--- src/rtl/ft_test_engine_if.sv ---
// RX/TX FIFO port bundle between the test engine (master) and the proto245s FIFOs (slave).
interface ft_test_engine_if #(
   parameter int DATA_W = 8
);
   logic              rxfifo_rd;
   logic [DATA_W-1:0] rxfifo_data;
   logic              rxfifo_valid;
   logic              rxfifo_empty;
   logic              txfifo_wr;
   logic [DATA_W-1:0] txfifo_data;
   logic              txfifo_full;

   modport master (
      output rxfifo_rd,
      input  rxfifo_data,
      input  rxfifo_valid,
      input  rxfifo_empty,
      output txfifo_wr,
      output txfifo_data,
      input  txfifo_full
   );

   modport slave (
      input  rxfifo_rd,
      output rxfifo_data,
      output rxfifo_valid,
      output rxfifo_empty,
      input  txfifo_wr,
      input  txfifo_data,
      output txfifo_full
   );
endinterface

--- src/rtl/ft_test_engine.sv ---
// Command-driven FIFO traffic generator/checker: TX pattern, RX check, LED write, error-count readback.
// Optional echo command 0x100B is built only when FT_TEST_LOOPBACK_EN is defined.
module ft_test_engine #(
   parameter int DATA_W = 8,
   parameter int LED_W  = 8
) (
   input  logic              sys_clk,
   input  logic              sys_rst_n,
   ft_test_engine_if.master  bus,
   output logic [LED_W-1:0]  led,
   output logic              busy,
   output logic              err_flag
);
   if (!(DATA_W == 8 || DATA_W == 16 || DATA_W == 32)) begin : g_bad_data_w
      $error("ft_test_engine: DATA_W must be 8, 16 or 32");
   end
   if (LED_W < 1 || LED_W > 32) begin : g_bad_led_w
      $error("ft_test_engine: LED_W must be 1..32");
   end

   localparam int WORDS = 32 / DATA_W;

   typedef enum logic [2:0] {
      CMD_WAIT, CMD_READ, CMD_PARSE, TX_RUN, RX_RUN, RX_REPLY
`ifdef FT_TEST_LOOPBACK_EN
      , LB_RUN
`endif
   } state_t;

   state_t             state_q, state_d;
   logic [63:0]        shifter_q, shifter_d;
   logic               rd_q, rd_d;
   logic               tx_req_q, tx_req_d;
   logic [DATA_W-1:0]  tx_data_q, tx_data_d;
   logic [31:0]        tx_left_q, tx_left_d;
   logic [31:0]        tx_shift_q, tx_shift_d;
   logic               tx_pat_q, tx_pat_d;
   logic [31:0]        total_q, total_d;
   logic [31:0]        issued_q, issued_d;
   logic [31:0]        recv_q, recv_d;
   logic [DATA_W-1:0]  golden_q, golden_d;
   logic [31:0]        err_cnt_q, err_cnt_d;
   logic               err_flag_q, err_flag_d;
   logic [LED_W-1:0]   led_q, led_d;

   logic [15:0] code;
   logic [31:0] arg;
   logic        known_code;
   logic        frame_ok;

   assign code = shifter_q[55:40];
   assign arg  = shifter_q[39:8];

   always_comb begin
      known_code = (code == 16'hBEEF) || (code == 16'hCAFE) ||
                   (code == 16'h1ED0) || (code == 16'h5747);
`ifdef FT_TEST_LOOPBACK_EN
      known_code = known_code || (code == 16'h100B);
`endif
   end

   assign frame_ok = (shifter_q[63:56] == 8'hAA) && (shifter_q[7:0] == 8'h55) && known_code;

   assign bus.rxfifo_rd   = rd_q;
   assign bus.txfifo_wr   = tx_req_q & ~bus.txfifo_full;
   assign bus.txfifo_data = tx_data_q;
   assign led             = led_q;
   assign err_flag        = err_flag_q;
   assign busy            = !(state_q == CMD_WAIT || state_q == CMD_READ || state_q == CMD_PARSE);

   always_comb begin
      state_d    = state_q;
      shifter_d  = shifter_q;
      rd_d       = 1'b0;
      tx_req_d   = tx_req_q;
      tx_data_d  = tx_data_q;
      tx_left_d  = tx_left_q;
      tx_shift_d = tx_shift_q;
      tx_pat_d   = tx_pat_q;
      total_d    = total_q;
      issued_d   = issued_q;
      recv_d     = recv_q;
      golden_d   = golden_q;
      err_cnt_d  = err_cnt_q;
      err_flag_d = err_flag_q;
      led_d      = led_q;
      case (state_q)
         CMD_WAIT: if (!bus.rxfifo_empty) begin
            rd_d    = 1'b1;
            state_d = CMD_READ;
         end
         CMD_READ: if (bus.rxfifo_valid) begin
            shifter_d = {bus.rxfifo_data, shifter_q[63:DATA_W]};
            state_d   = CMD_PARSE;
         end
         CMD_PARSE: begin
            state_d = CMD_WAIT;
            if (frame_ok) begin
               shifter_d = '0;
               total_d   = arg;
               issued_d  = '0;
               recv_d    = '0;
               case (code)
                  16'hBEEF: if (arg != 32'd0) begin
                     tx_req_d  = 1'b1;
                     tx_data_d = '0;
                     tx_left_d = arg - 32'd1;
                     tx_pat_d  = 1'b1;
                     state_d   = TX_RUN;
                  end
                  16'hCAFE: begin
                     err_cnt_d = '0;
                     golden_d  = '0;
                     state_d   = (arg == 32'd0) ? RX_REPLY : RX_RUN;
                  end
                  16'h1ED0: led_d = arg[LED_W-1:0];
                  16'h5747: begin
                     tx_req_d   = 1'b1;
                     tx_data_d  = err_cnt_q[DATA_W-1:0];
                     tx_shift_d = err_cnt_q >> DATA_W;
                     tx_left_d  = 32'(WORDS - 1);
                     tx_pat_d   = 1'b0;
                     state_d    = TX_RUN;
                  end
`ifdef FT_TEST_LOOPBACK_EN
                  16'h100B: if (arg != 32'd0) state_d = LB_RUN;
`endif
                  default: ;
               endcase
            end
         end
         TX_RUN: if (bus.txfifo_wr) begin
            if (tx_left_q == 32'd0) begin
               tx_req_d = 1'b0;
               state_d  = CMD_WAIT;
            end else begin
               tx_left_d = tx_left_q - 32'd1;
               if (tx_pat_q) begin
                  tx_data_d = tx_data_q + DATA_W'(1);
               end else begin
                  tx_data_d  = tx_shift_q[DATA_W-1:0];
                  tx_shift_d = tx_shift_q >> DATA_W;
               end
            end
         end
         RX_RUN: begin
            // One read in flight at a time: empty is only trusted once the previous read has landed.
            rd_d = !bus.rxfifo_empty && !rd_q && (issued_q < total_q);
            if (rd_q) issued_d = issued_q + 32'd1;
            if (bus.rxfifo_valid) begin
               if (bus.rxfifo_data != golden_q && err_cnt_q != 32'hFFFF_FFFF)
                  err_cnt_d = err_cnt_q + 32'd1;
               golden_d = golden_q + DATA_W'(1);
               recv_d   = recv_q + 32'd1;
               if (recv_q == total_q - 32'd1) state_d = RX_REPLY;
            end
         end
         RX_REPLY: begin
            tx_req_d   = 1'b1;
            tx_data_d  = (err_cnt_q != 32'd0) ? DATA_W'(8'hEE) : DATA_W'(8'h42);
            tx_left_d  = '0;
            err_flag_d = (err_cnt_q != 32'd0);
            state_d    = TX_RUN;
         end
`ifdef FT_TEST_LOOPBACK_EN
         LB_RUN: begin
            // tx_data_q doubles as the skid slot: a read is only issued while it is free.
            rd_d = !bus.rxfifo_empty && !rd_q && !bus.txfifo_full && !tx_req_q && (issued_q < total_q);
            if (rd_q) issued_d = issued_q + 32'd1;
            if (bus.rxfifo_valid) begin
               tx_req_d  = 1'b1;
               tx_data_d = bus.rxfifo_data;
               recv_d    = recv_q + 32'd1;
            end
            if (bus.txfifo_wr) begin
               tx_req_d = 1'b0;
               if (recv_q == total_q) state_d = CMD_WAIT;
            end
         end
`endif
         default: state_d = CMD_WAIT;
      endcase
   end

   always_ff @(posedge sys_clk or negedge sys_rst_n) begin
      if (!sys_rst_n) begin
         state_q    <= CMD_WAIT;
         shifter_q  <= '0;
         rd_q       <= 1'b0;
         tx_req_q   <= 1'b0;
         tx_data_q  <= '0;
         tx_left_q  <= '0;
         tx_shift_q <= '0;
         tx_pat_q   <= 1'b0;
         total_q    <= '0;
         issued_q   <= '0;
         recv_q     <= '0;
         golden_q   <= '0;
         err_cnt_q  <= '0;
         err_flag_q <= 1'b0;
         led_q      <= '0;
      end else begin
         state_q    <= state_d;
         shifter_q  <= shifter_d;
         rd_q       <= rd_d;
         tx_req_q   <= tx_req_d;
         tx_data_q  <= tx_data_d;
         tx_left_q  <= tx_left_d;
         tx_shift_q <= tx_shift_d;
         tx_pat_q   <= tx_pat_d;
         total_q    <= total_d;
         issued_q   <= issued_d;
         recv_q     <= recv_d;
         golden_q   <= golden_d;
         err_cnt_q  <= err_cnt_d;
         err_flag_q <= err_flag_d;
         led_q      <= led_d;
      end
   end
endmodule
--- src/flat_wrapper.sv ---
// flat-port wrapper written by rule: the top's interface ports become plain ports
module ft_test_engine_flat 
#(
   parameter int DATA_W = 8,
   parameter int LED_W  = 8
)
  (sys_clk, sys_rst_n, led, busy, err_flag, bus_rxfifo_rd, bus_rxfifo_data, bus_rxfifo_valid, bus_rxfifo_empty, bus_txfifo_wr, bus_txfifo_data, bus_txfifo_full);
  ft_test_engine_if #(.DATA_W(DATA_W)) bus_i ();
  input  logic sys_clk;
  input  logic sys_rst_n;
  output logic [LED_W-1:0] led;
  output logic busy;
  output logic err_flag;
  output wire logic [$bits(bus_i.rxfifo_rd)-1:0] bus_rxfifo_rd;
  input wire logic [$bits(bus_i.rxfifo_data)-1:0] bus_rxfifo_data;
  input wire logic [$bits(bus_i.rxfifo_valid)-1:0] bus_rxfifo_valid;
  input wire logic [$bits(bus_i.rxfifo_empty)-1:0] bus_rxfifo_empty;
  output wire logic [$bits(bus_i.txfifo_wr)-1:0] bus_txfifo_wr;
  output wire logic [$bits(bus_i.txfifo_data)-1:0] bus_txfifo_data;
  input wire logic [$bits(bus_i.txfifo_full)-1:0] bus_txfifo_full;
  assign bus_rxfifo_rd = bus_i.rxfifo_rd;
  assign bus_i.rxfifo_data = bus_rxfifo_data;
  assign bus_i.rxfifo_valid = bus_rxfifo_valid;
  assign bus_i.rxfifo_empty = bus_rxfifo_empty;
  assign bus_txfifo_wr = bus_i.txfifo_wr;
  assign bus_txfifo_data = bus_i.txfifo_data;
  assign bus_i.txfifo_full = bus_txfifo_full;
  ft_test_engine #(.DATA_W(DATA_W), .LED_W(LED_W)) u_core (.sys_clk(sys_clk), .sys_rst_n(sys_rst_n), .bus(bus_i), .led(led), .busy(busy), .err_flag(err_flag));
endmodule
--- config.mk ---
export PLATFORM = sky130hd
export DESIGN_NAME = ft_test_engine_flat
export DESIGN_NICKNAME = d
export VERILOG_FILES = /design/src/rtl/ft_test_engine_if.sv /design/src/rtl/ft_test_engine.sv /design/src/flat_wrapper.sv
export SDC_FILE = /design/constraint.sdc
export NUM_CORES = 1
export LEC_CHECK = 0
export ABC_AREA = 1
export ABC_CLOCK_PERIOD_IN_PS = 2900
export BUFFER_PORTS_ARGS = -buffer_cell sky130_fd_sc_hd__buf_4
export CORE_MARGIN = 10
export CORE_UTILIZATION = 40
export DETAILED_ROUTE_END_ITERATION = 6
export HOLD_SLACK_MARGIN = 0.08
export SYNTH_ARGS = -nofsm -noshare
export SYNTH_HDL_FRONTEND = slang
export SYNTH_SLANG_ARGS = --single-unit
--- constraint.sdc ---
create_clock -name sys_clk -period 2.9 [get_ports sys_clk]
set_input_delay 0.435 -clock sys_clk [delete_from_list [all_inputs] [get_ports sys_clk]]
set_output_delay 0.435 -clock sys_clk [all_outputs]
set_load 0.02 [all_outputs]
==> implementation parameters, run 1 <==
Parameter                              Value

Timing
  Portion of the clock cycle consumed by the worst path in the final layout ... about 93%
  Final number of setup-violating endpoints ... 0
  Tightest Pin Transition ... approximately 1200 ps
  Total Negative Setup Slacks ... 0 ps
  Max-Slew Margin vs Limit ... approximately a fifth
  Clock skew ... about 25 ps
  Max-slew violation count ... 0
  Post-layout minimum cycle time ... 2710 ps
  Worst slack on hold paths ... ~160 ps
  Achievable Freq ... 0.369 GHz
  Unrepaired setup endpoints after global routing ... no
  Final hold vios ... 0

Floorplan
  Die height ... roughly 240 µm
  Number of top-level pins ... 33
  Full die area ... between 0.05 and 0.06 mm²
  Starting Density ... between 40% and 50%
  Floorplan Core Area ... approximately 0.046 mm²
  Core Rows ... 78
  Die X-Extent ... about 240 µm

Worst hold path
  Number of instances on the worst hold path ... 3
  Min-Delay Path Class ... input pin to register

Critical path
  Element type at the critical path start ... register
  Crit path depth ... 14
  CP arrival ... ~3200 ps
  CP max stage delay ... about 460 ps
  Crit path buf inv count ... 2
  Internal reg-to-reg setup slack ... 190 ps
  Critical-path maximum fanout ... 44
  Nature of the critical path endpoint ... register
  Worst reg2reg path depth ... 14
  Cell type of the slowest stage on the worst timing path ... sky130_fd_sc_hd__buf_4
  Worst path top cell family by delay ... simple AND/OR/NAND/NOR gates
  Sequence of cells on the critical path ... nor2_1, nand2_1, nor3_1, nand2_1, inv_2, nor2_1, nand2_2, nand2_4, nand2_8, nand2_2, nor2_4, buf_4, o21ai_0, o21ai_0
  Category of the most critical setup path ... register to register
  Worst Path Required ... 3350 ps

Global route
  Overall global routing resource usage ... about a fifth
  Via count of the first global-routing pass ... approximately 17000
  Wire length of the first global-routing pass ... about 91000 µm
  Largest net degree at the start of global routing ... 70
  Antenna violations before repair ... 0
  Overflow left after global routing ... 0

CTS
  TritonCTS clock tree ... built
  Clock-pin slew on the worst setup and hold paths ... 60 ps
  CTS Root Buffer Type ... sky130_fd_sc_hd__clkbuf_16
  Clock sinks ... approximately 280
  Source-to-sink clock delay at the later pin of the worst-skew pair ... around 560 ps
  TritonCTS buffer count ... 37
  H-Tree Depth ... 2
  Worst-case clock buffer depth ... 3

Detailed routing
  Detail-routed net length per standard cell ... 16.9 µm
  Length of the first detailed-routing pass in iterations ... 5
  Number of vias after detailed routing ... between 15000 and 20000
  DRC violations left ... 0
  Count of nets left with antenna violations after detail routing ... 0
  Iteration-0 DRC count of the detailed router ... roughly 1300
  Total wire length ... 56400 µm
  Avg Vias per Cell ... ~5.2

Logic synthesis
  Top cell type by total area after synthesis ... sky130_fd_sc_hd__dfrtp_1
  Post-Synthesis Net Count ... ~2700
  Number of unique standard cell types used by synthesis ... 55
  Post-Synthesis Cells ... around 2700
  Post-synthesis sequential area ratio ... between 30% and 40%
  Yosys top cell area share ... between 30% and 40%
  Total number of yosys warnings ... 0
  Flop and latch count out of synthesis ... between 200 and 300
  Synth area leaders ... sky130_fd_sc_hd__dfrtp_1 (38%), sky130_fd_sc_hd__nand2_1 (16%), sky130_fd_sc_hd__nor2_1 (6.6%)
  Mean Syn Cell Area ... 6.92 µm²
  Cell area after synthesis ... between 0.015 and 0.02 mm²

Placement
  Area post-placement ... 0.0195 mm²
  Final weighted congestion in routability-driven placement ... between 0.9 and 1
  Final HPWL DP ... between 40000 and 50000 µm
  Count of input and output buffers ... 32

Layout
  NumNets Final ... ~2800
  Number of diodes ... 0
  Fraction of final layout cells sized beyond drive strength 1 ... between 7 and 8%
  Layout-stage area growth over the synthesis result ... 13.0%
  Post-layout instance area ... between 0.02 and 0.025 mm²
  Top library cells by usage in the layout, fill and taps aside ... sky130_fd_sc_hd__nand2_1 (811), sky130_fd_sc_hd__nor2_1 (325), sky130_fd_sc_hd__dfrtp_1 (279), sky130_fd_sc_hd__inv_1 (270), sky130_fd_sc_hd__o21ai_0 (154)
  Most common cell after layout, fill and taps aside ... sky130_fd_sc_hd__nand2_1
  Number of fillers in the final layout ... about 4600
  Share of the core filled with cells ... a little under half

Power
  VDD IR max ... roughly 0.44 mV
  Proportion of power drawn by the clock network ... around half
  Switching part of the total power ... 24.7%
  Cell Pwr Density ... 487 mW/mm²
  Leakage component of the power ... approximately 9.7 nW
  Combinational Power Share ... 7.4%
  Sw Pwr ... about 2.5 mW
  Internal power component ... about 7.7 mW
  Part of the power in registers ... between 40% and 50%

Flow run
  Max-cap violations ... 0

Outcome
  Run status ... completed
==> metal layers <==
metal	GRT usage, %	vias to the layer above	share of wire (%)
met4	6.51	0	2.5
met5	0	-	0
met2	31.1	417	45
li1	-	8753	-
met1	27.7	8162	48
met3	2.87	102	5.0
==> state kept, by name, indices dropped and copies added (netlist names), 3 cells and up <==
signal,cells
u_core.tx_shift_q,24
u_core.tx_left_q,32
u_core.state_q,3
u_core.err_cnt_q,32
u_core.total_q,32
u_core.recv_q,32
u_core.bus.txfifo_data,8
u_core.shifter_q,64
u_core.issued_q,32
u_core.golden_q,8
u_core.led,8
==> synth_stat cells (all sizes together) <==
cell type / instances
a211oi: 2
a21o: 3
a21oi: 41
a221oi: 2
a22oi: 2
a2bb2oi: 2
a31oi: 2
a32o: 1
a32oi: 1
and2: 2
and3: 1
buf: 42
clkbuf: 47
clkinv: 2
dfrtp: 279
ha: 40
inv: 283
mux2i: 1
nand2: 820
nand2b: 1
nand3: 120
nand3b: 7
nand4: 54
nor2: 337
nor3: 69
nor3b: 2
nor4: 48
o2111ai: 2
o211ai: 6
o21ai: 264
o21bai: 3
o221ai: 1
o22ai: 9
o2bb2ai: 1
o31ai: 32
or2: 7
xnor2: 64
xor2: 79
==> stage by stage <==
| stage | worst slack, ps | std cells | power, mW |
|---|---|---|---|
| after floorplan | 850 | 2679 | 4.76 |
| after global placement | 315 | 3269 | 5.05 |
| after detailed placement | 257 | 3269 | 5.06 |
| after CTS | 225 | 3337 | 10.3 |
| after global routing | 13.0 | 3337 | 10.6 |
| final | 192 | 3337 | 10.2 |
==> tightest hold or removal path: cells and delay by family <==
| family | cells | cell delay [ps] |
|---|---|---|
| AO/OA/AOI/OAI | 1 | 60 |
| AND/OR/NAND/NOR | 1 | 60 |
| buffers and inverters | 1 | 120 |
==> power groups by stage <==
stage	Sequential, mW	Clock [mW]	Combinational, mW
floorplan	4.23	0	0.528
global placement	4.30	0	0.750
detailed placement	4.30	0	0.761
CTS	4.23	5.30	0.766
global route	4.25	5.47	0.871
finish	4.24	5.19	0.758
==> final timing paths <==
check | startpoint | end
min in group asynchronous | sys_rst_n | u_core.recv_q[23]$_DFFE_PN0P_
setup / recovery | u_core.shifter_q[55]$_DFFE_PN0P_ | u_core.tx_left_q[18]$_DFFE_PN0P_
max in group asynchronous | sys_rst_n | u_core.tx_shift_q[17]$_DFFE_PN0P_
hold reg to reg | u_core.tx_shift_q[18]$_DFFE_PN0P_ | u_core.tx_shift_q[18]$_DFFE_PN0P_
hold / removal | bus_rxfifo_data[2] | u_core.shifter_q[58]$_DFFE_PN0P_
setup reg to reg | u_core.shifter_q[55]$_DFFE_PN0P_ | u_core.tx_left_q[18]$_DFFE_PN0P_
==> repair_timing <==
| item | 4_1_cts | 5_1_grt |
|---|---|---|
| endpoints found under the setup margin | 0 | 2 |
| setup buffers | 0 | 0 |
| endpoints found under the hold margin | 58 | 0 |
| resized for setup | 0 | 2 |
| hold buffers | 1 | 0 |
==> cells by family after synthesis <==
logic type	share of synthesized area, %
muxes	0.0540
DFF	37.7
buffers and inverters	8.07
xor gates and xnor gates	6.76
and+or+nand+nor	33.5
AOI/OAI and AO/OA	11.3
adders and majority gates	2.70
==> final cells by class <==
cell class                 instances  area (µm²)  share of cell area (%)
timing repair buffer              80         686                    3.28
tap                              600         751                    3.59
clock buffer                      51        1060                    5.07
sequential                       279        6980                    33.3
clock inverter                    16         313                    1.49
inverter                         285        1070                    5.12
multi-input combinational       2026       10100                    48.1
Power figures use the tool's default switching activity.
==> run 2: changes to the inputs <==
CORE_ASPECT_RATIO = 0.9   (was unset)
PLACE_DENSITY = 0.53   (was unset)
==> run 2 against run 1 <==
Global-route usage increased by 1.0 points. Clock power decreased by 9.6%. Setup slack improved by 120 ps. Final cell count increased by 0.48%. Via count decreased by 0.12%. First-iteration DRC count increased by 13%. Largest cell class unchanged.
==> implementation parameters, run 2 (synthesis results as in run 1) <==
Parameter                              Value

Timing
  Final number of setup-violating endpoints ... 0
  Post-layout minimum cycle time ... between 2000 and 3000 ps
  Achievable Freq ... 0.386 GHz
  Setup slack of the critical path after layout ... between 300 and 400 ps
  Max-slew violation count ... 0
  Final hold vios ... 0
  Max-Slew Margin vs Limit ... 49.4%
  Unrepaired setup endpoints after global routing ... no
  Tightest Pin Transition ... roughly 750 ps
  Portion of the clock cycle consumed by the worst path in the final layout ... 89.4%
  Total Negative Setup Slacks ... 0 ps
  Clock skew ... between 20 and 25 ps

Detailed routing
  Avg Vias per Cell ... around 5.2
  Total wire length ... ~58000 µm
  Length of the first detailed-routing pass in iterations ... 7
  Number of vias after detailed routing ... between 15000 and 20000
  DRC violations left ... 0
  Count of nets left with antenna violations after detail routing ... 0
  Detail-routed net length per standard cell ... between 15 and 20 µm
  Iteration-0 DRC count of the detailed router ... approximately 1400

Layout
  Most common cell after layout, fill and taps aside ... sky130_fd_sc_hd__nand2_1
  Max FFs per register ... 64
  Register with the most flip-flops ... u_core.shifter_q
  NumNets Final ... 2773
  Number of diodes ... 0
  Number of fillers in the final layout ... ~4700
  Final cell count without fillers ... approximately 3400
  Share of the core filled with cells ... 45.9%
  Layout-stage area growth over the synthesis result ... 12.9%
  Fraction of final layout cells sized beyond drive strength 1 ... approximately 7.5%
  Top library cells by usage in the layout, fill and taps aside ... sky130_fd_sc_hd__nand2_1 (811), sky130_fd_sc_hd__nor2_1 (326), sky130_fd_sc_hd__dfrtp_1 (279), sky130_fd_sc_hd__inv_1 (271), sky130_fd_sc_hd__o21ai_0 (154)

Global route
  Overall global routing resource usage ... 20.9%
  Largest net degree at the start of global routing ... between 70 and 80
  Overflow left after global routing ... 0
  Antenna violations before repair ... 0
  Via count of the first global-routing pass ... about 16000
  Wire length of the first global-routing pass ... a little over 90000 µm

Floorplan
  Starting Density ... between 40% and 50%
  Die X-Extent ... ~250 µm
  Die height ... 224 µm
  Floorplan Core Area ... ~0.046 mm²
  Core Rows ... between 70 and 80
  Full die area ... 0.0554 mm²
  Number of top-level pins ... 33

Placement
  Final HPWL DP ... between 40000 and 50000 µm
  # placed instances ... between 3000 and 4000
  Count of input and output buffers ... 32
  Placement Setup Slack ... between 200 and 300 ps
  Final weighted congestion in routability-driven placement ... ~0.93

Critical path
  Crit-path most repeated cell ... sky130_fd_sc_hd__inv_1
  Element type at the critical path start ... register
  Sequence of cells on the critical path ... inv_1, ha_1, inv_1, nor2_1, inv_1, nor3_1, nand4_1, nand2_2, nor2_4, inv_2, nand2_1, o21ai_1
  CP arrival ... about 3100 ps
  Worst Path Required ... between 3000 and 4000 ps
  Critical-path maximum fanout ... 24
  Nature of the critical path endpoint ... register
  Cell type of the slowest stage on the worst timing path ... sky130_fd_sc_hd__nor3_1
  Category of the most critical setup path ... register to register
  CP max stage delay ... roughly 420 ps

Flow run
  Max-cap violations ... 0

Worst hold path
  Min-Delay Path Class ... input pin to register

CTS
  TritonCTS buffer count ... 36
  Worst-case clock buffer depth ... 3
  Clock-pin slew on the worst setup and hold paths ... 60 ps
  H-Tree Depth ... 2
  CTS Root Buffer Type ... sky130_fd_sc_hd__clkbuf_16
  Clock sinks ... approximately 280
  Source-to-sink clock delay at the later pin of the worst-skew pair ... 560 ps
  TritonCTS clock tree ... built
  Setup repair bufs after CTS ... 0

Outcome
  Run status ... completed

Power
  Total Power Consumption ... a little under 10 mW
  VDD IR max ... 0.389 mV
  Cell Pwr Density ... about 460 mW/mm²
  Leakage component of the power ... roughly 9.7 nW
## run 2: cell count changes in the layout (fill, tap and decap cells not counted), sizes merged
cell / previous run / this run
buf: 79 / 91
clkbuf: 51 / 49
bufinv: 9 / 3
clkinv: 8 / 10
inv: 284 / 286
## run 2: area by class of cell
type                    instances  area (µm²)  share of cell area, %
well taps                     608         761                   3.63
flip-flops and latches        279        6980                   33.4
repair buffers                 92         830                   3.96
clock buffers                  49        1060                   5.07
clock inverters                14         156                  0.747
multi-input cells            2026       10100                   48.1
inverters                     285        1070                   5.12
## run 2: metal layers
| metal | routed length [µm] | share of wire (%) | GRT usage [%] |
|---|---|---|---|
| met1 | 28800 | 50 | 30.9 |
| met2 | 25000 | 43 | 31.2 |
| met3 | 3160 | 5.4 | 3.61 |
| met4 | 1040 | 1.8 | 4.53 |
| met5 | 0 | 0 | 0 |
## run 2: what timing repair did
action,CTS,global route
endpoints found under the hold margin,72,0
hold buffers,1,0
endpoints found under the setup margin,0,3
resized for setup,0,1
## run 2: per-stage QoR
stage / hold WS, ps / cell area, µm²
floorplan: 139 / 18500
global placement: 458 / 19700
detailed placement: 460 / 19700
CTS: 124 / 20900
global route: 137 / 20900
finish: 155 / 20900
## run 2: path summary, 6_finish.rpt
path | from | endpoint | slack (ps) | depth (start not counted)
max | u_core.tx_left_q[0]$_DFFE_PN0P_ | u_core.tx_left_q[10]$_DFFE_PN0P_ | 310 | 12
min | bus_rxfifo_data[2] | u_core.shifter_q[58]$_DFFE_PN0P_ | 160 | 3
max reg2reg | u_core.tx_left_q[0]$_DFFE_PN0P_ | u_core.tx_left_q[10]$_DFFE_PN0P_ | 310 | 12
min reg2reg | u_core.tx_shift_q[23]$_DFFE_PN0P_ | u_core.tx_shift_q[23]$_DFFE_PN0P_ | 470 | 2
max in group asynchronous | sys_rst_n | u_core.bus.txfifo_data[1]$_DFFE_PN0P_ | 1580 | 3
min in group asynchronous | sys_rst_n | u_core.recv_q[26]$_DFFE_PN0P_ | 490 | 2
## run 2: where the power goes
group / switching [mW] / internal [mW] / total [mW]
clock: 1.86 / 2.83 / 4.69
sequential: 0.199 / 4.03 / 4.23
combinational: 0.489 / 0.283 / 0.772
## run 2: critical path: cells and delay by family, from the launching register on
kind / cells / cell delay [ps]
adder cells (fa/ha/maj): 1 / 190
buffers and inverters: 4 / 670
AO/OA/AOI/OAI: 1 / 90
AND/OR/NAND/NOR: 6 / 1140
flip-flops: 1 / 390
==> run 3: changes to the inputs <==
ABC_AREA = unset   (was 1)
CTS_CLUSTER_SIZE = 12   (was unset)
==> run 3 against run 2 <==
The flow now finishes with violations (negative setup slack). Critical path type unchanged. Power is 45% higher. Critical endpoint is now u_core.issued_q[20]$_DFFE_PN0P_. Maximum frequency is 13% lower. Worst hold slack better by 1.0 ps. Die area is 12% lower.
==> implementation parameters, run 3 <==
Parameter                              Value

Global route
  Wire length of the first global-routing pass ... 80300 µm
  Met2 global-route usage ... 31.3%
  Antenna violations before repair ... 0
  Busiest layer in global routing ... met2
  Met3 track demand over resource in global routing ... between 2 and 3%
  Largest net degree at the start of global routing ... 90
  Overall global routing resource usage ... around 20%
  Overflow left after global routing ... 0
  Via count of the first global-routing pass ... 14000
  Global-route track usage on met1 ... a little under 30%

Floorplan
  Starting Density ... roughly 41%
  Die X-Extent ... ~230 µm
  Core Rows ... 69
  Full die area ... 0.0485 mm²
  Number of top-level pins ... 33
  Floorplan Core Area ... 0.0395 mm²
  Die height ... about 210 µm

Critical path
  Category of the most critical setup path ... register to register
  Worst reg2reg path depth ... 10
  Sequence of cells on the critical path ... or4b_4, or4_4, or2_4, a31oi_4, buf_12, buf_8, o2111ai_4, buf_12, or3_4, a21oi_2
  Crit-path most repeated cell ... sky130_fd_sc_hd__buf_12
  CP arrival ... ~3400 ps
  CP max stage delay ... roughly 530 ps
  End of the worst register-to-register path ... u_core.issued_q[20]$_DFFE_PN0P_
  Worst path top cell family by delay ... simple AND/OR/NAND/NOR gates
  Worst R2R Start ... u_core.shifter_q[53]$_DFFE_PN0P_
  Worst Path Required ... around 3400 ps
  Launching instance or port of the critical path ... u_core.shifter_q[53]$_DFFE_PN0P_
  Internal reg-to-reg setup slack ... -100 ps
  Nature of the critical path endpoint ... register
  Critical-path maximum fanout ... 8
  Element type at the critical path start ... register
  Crit path buf inv count ... 3
  Cell type of the slowest stage on the worst timing path ... sky130_fd_sc_hd__or4b_4

Worst hold path
  Hold_sp ... bus_rxfifo_data[7]
  Min-Delay Path Class ... input pin to register
  Number of instances on the worst hold path ... 3
  Hold Path Sink ... u_core.shifter_q[63]$_DFFE_PN0P_

Timing
  Worst slack on hold paths ... 156 ps
  Final hold vios ... 0
  Post-layout minimum cycle time ... ~3000 ps
  Final number of setup-violating endpoints ... 39
  Max-Slew Margin vs Limit ... between 40% and 50%
  Clock skew ... around 18 ps
  Portion of the clock cycle consumed by the worst path in the final layout ... 103%
  Total Negative Setup Slacks ... -1180 ps
  Achievable Freq ... approximately 0.33 GHz
  Unrepaired setup endpoints after global routing ... yes
  Setup slack of the critical path after layout ... -96.3 ps
  Tightest Pin Transition ... about 800 ps
  Max-slew violation count ... 0

Power
  Proportion of power drawn by the clock network ... about 30%
  Part of the power in registers ... 33.1%
  Combinational Power Share ... 37.2%
  Leakage component of the power ... between 9 and 10 nW
  Switching part of the total power ... about 37%
  Total Power Consumption ... around 14 mW
  Sw Pwr ... between 5 and 6 mW
  VDD IR max ... between 0.5 and 0.6 mV
  Cell Pwr Density ... roughly 670 mW/mm²
  Internal power component ... roughly 9 mW

Detailed routing
  DRC violations left ... 0
  Length of the first detailed-routing pass in iterations ... 5
  Count of nets left with antenna violations after detail routing ... 0
  Avg Vias per Cell ... roughly 5.6
  Iteration-0 DRC count of the detailed router ... ~1000
  Detail-routed net length per standard cell ... 19.9 µm
  Number of vias after detailed routing ... between 10000 and 15000
  Total wire length ... approximately 52000 µm

Placement
  Final weighted congestion in routability-driven placement ... 0.909
  Area post-placement ... around 0.018 mm²
  Count of input and output buffers ... 32
  Final HPWL DP ... 35400 µm
  Placement Setup Slack ... -218 ps

Logic synthesis
  Async SR Flop Fraction ... 100%
  Cell area after synthesis ... around 0.016 mm²
  Top cell type by total area after synthesis ... sky130_fd_sc_hd__dfrtp_1
  Synth area leaders ... sky130_fd_sc_hd__dfrtp_1 (44%), sky130_fd_sc_hd__nand2_1 (6.3%), sky130_fd_sc_hd__o21ai_0 (4.8%)
  Yosys top cell area share ... a little over two fifths
  Most frequently used cell type in the post-synthesis netlist ... sky130_fd_sc_hd__dfrtp_1
  Synth Flop Type ... sky130_fd_sc_hd__dfrtp_1
  Cell types with the highest counts after synthesis ... sky130_fd_sc_hd__dfrtp_1 (279), sky130_fd_sc_hd__nand2_1 (267), sky130_fd_sc_hd__nor2_1 (167), sky130_fd_sc_hd__o21ai_0 (155), sky130_fd_sc_hd__nand3_1 (120)
  Number of enable-type register cells in the synthesized netlist ... 0
  Flop and latch count out of synthesis ... about 280
  Post-Synthesis Net Count ... around 1900
  Post-synthesis sequential area ratio ... between 40% and 50%
  Number of unique standard cell types used by synthesis ... 76
  Post-Synthesis Cells ... about 1900
  Mean Syn Cell Area ... about 8.6 µm²
  Total number of yosys warnings ... 0

Outcome
  Run status ... finished with violations
  Violations in the final reports ... negative setup slack

Layout
  Number of diodes ... 0
  Total area of multi-input combinational cells ... just over 0.009 mm²
  Combined flip-flop and latch cell area ... between 0.006 and 0.007 mm²
  Layout-stage area growth over the synthesis result ... 30.9%
  Top library cells by usage in the layout, fill and taps aside ... sky130_fd_sc_hd__dfrtp_1 (279), sky130_fd_sc_hd__nand2_1 (251), sky130_fd_sc_hd__buf_4 (197), sky130_fd_sc_hd__nor2_1 (160), sky130_fd_sc_hd__nand3_1 (112)
  Post-layout instance area ... 0.0210 mm²
  Number of fillers in the final layout ... roughly 3700
  Fraction of final layout cells sized beyond drive strength 1 ... a little under a quarter
  Max FFs per register ... 64
  Register with the most flip-flops ... u_core.shifter_q
  Most common cell after layout, fill and taps aside ... sky130_fd_sc_hd__dfrtp_1
  NumNets Final ... between 2000 and 2500

Flow run
  Max-cap violations ... 0

CTS
  CTS Root Buffer Type ... sky130_fd_sc_hd__clkbuf_16
  Worst-case clock buffer depth ... 3
  Clock-pin slew on the worst setup and hold paths ... ~60 ps
  H-Tree Depth ... 2
  Clock sinks ... ~280
  Source-to-sink clock delay at the later pin of the worst-skew pair ... ~520 ps
  TritonCTS clock tree ... built
  TritonCTS buffer count ... 34
-- run 3: tightest hold or removal path, cell delays in order --
cell	delay [ps]
sky130_fd_sc_hd__buf_4	90
sky130_fd_sc_hd__nand3_1	60
sky130_fd_sc_hd__nand2_1	60
-- run 3: repair_timing --
action                                 CTS  global route
gates resized for setup                103           173
endpoints found under the hold margin   35             0
setup buffers                            8            15
gates cloned                             5            19
setup endpoints to repair               93           182
pin swaps                               39            77
hold buffers                             1             0
-- run 3: routing by layer --
metal / wire length (µm) / part of all wire, %
met1: 25300 / 49
met2: 23200 / 45
met3: 2430 / 4.7
met4: 1090 / 2.1
met5: 0 / 0
-- run 3: stage by stage --
step / instances / util, %
after global routing: 2613 / 53.0
after global placement: 2511 / 45.9
after CTS: 2580 / 49.9
after floorplan: 1855 / -
final: 2613 / 53.0
after detailed placement: 2511 / 45.9
-- run 3: kinds of logic (layout without fill, tap and decap cells) --
kind of cell	after synthesis	count (layout)	share of synthesized area, %
buffers and inverters	155	380	3.96
flip-flops	279	279	43.6
AND/OR/NAND/NOR	863	864	26.4
AO/OA/AOI/OAI	327	327	12.3
adder cells (fa/ha/maj)	40	40	3.12
multiplexers	27	27	1.74
XOR/XNOR	164	164	8.97
-- run 3: final cells by class --
| class | count | area share, % |
|---|---|---|
| clock buffer | 51 | 4.84 |
| clock inverter | 6 | 0.280 |
| inverter | 58 | 1.04 |
| multi-input combinational | 1422 | 44.6 |
| sequential | 279 | 33.3 |
| tap | 532 | 3.17 |
| timing repair buffer | 265 | 12.7 |
-- run 3: power groups by stage --
stage	Sequential, mW	Clock, mW	Combinational [mW]
floorplan	4.69	0	2.66
global placement	4.70	0	4.42
detailed placement	4.71	0	4.45
CTS	4.64	4.27	4.55
global route	4.70	4.44	5.72
finish	4.66	4.18	5.24
-- run 3: how the worst max path moves through the flow --
stage | to | slack (ps) | cells after the start
2_1_floorplan | u_core.tx_left_q[9]$_DFFE_PN0P_ | -90 | 12
3_3_place_gp | u_core.issued_q[14]$_DFFE_PN0P_ | -170 | 10
3_5_place_dp | u_core.recv_q[14]$_DFFE_PN0P_ | -220 | 8
4_1_cts | u_core.issued_q[20]$_DFFE_PN0P_ | -120 | 10
5_1_grt | u_core.issued_q[20]$_DFFE_PN0P_ | -180 | 10
6_report | u_core.issued_q[20]$_DFFE_PN0P_ | -100 | 10
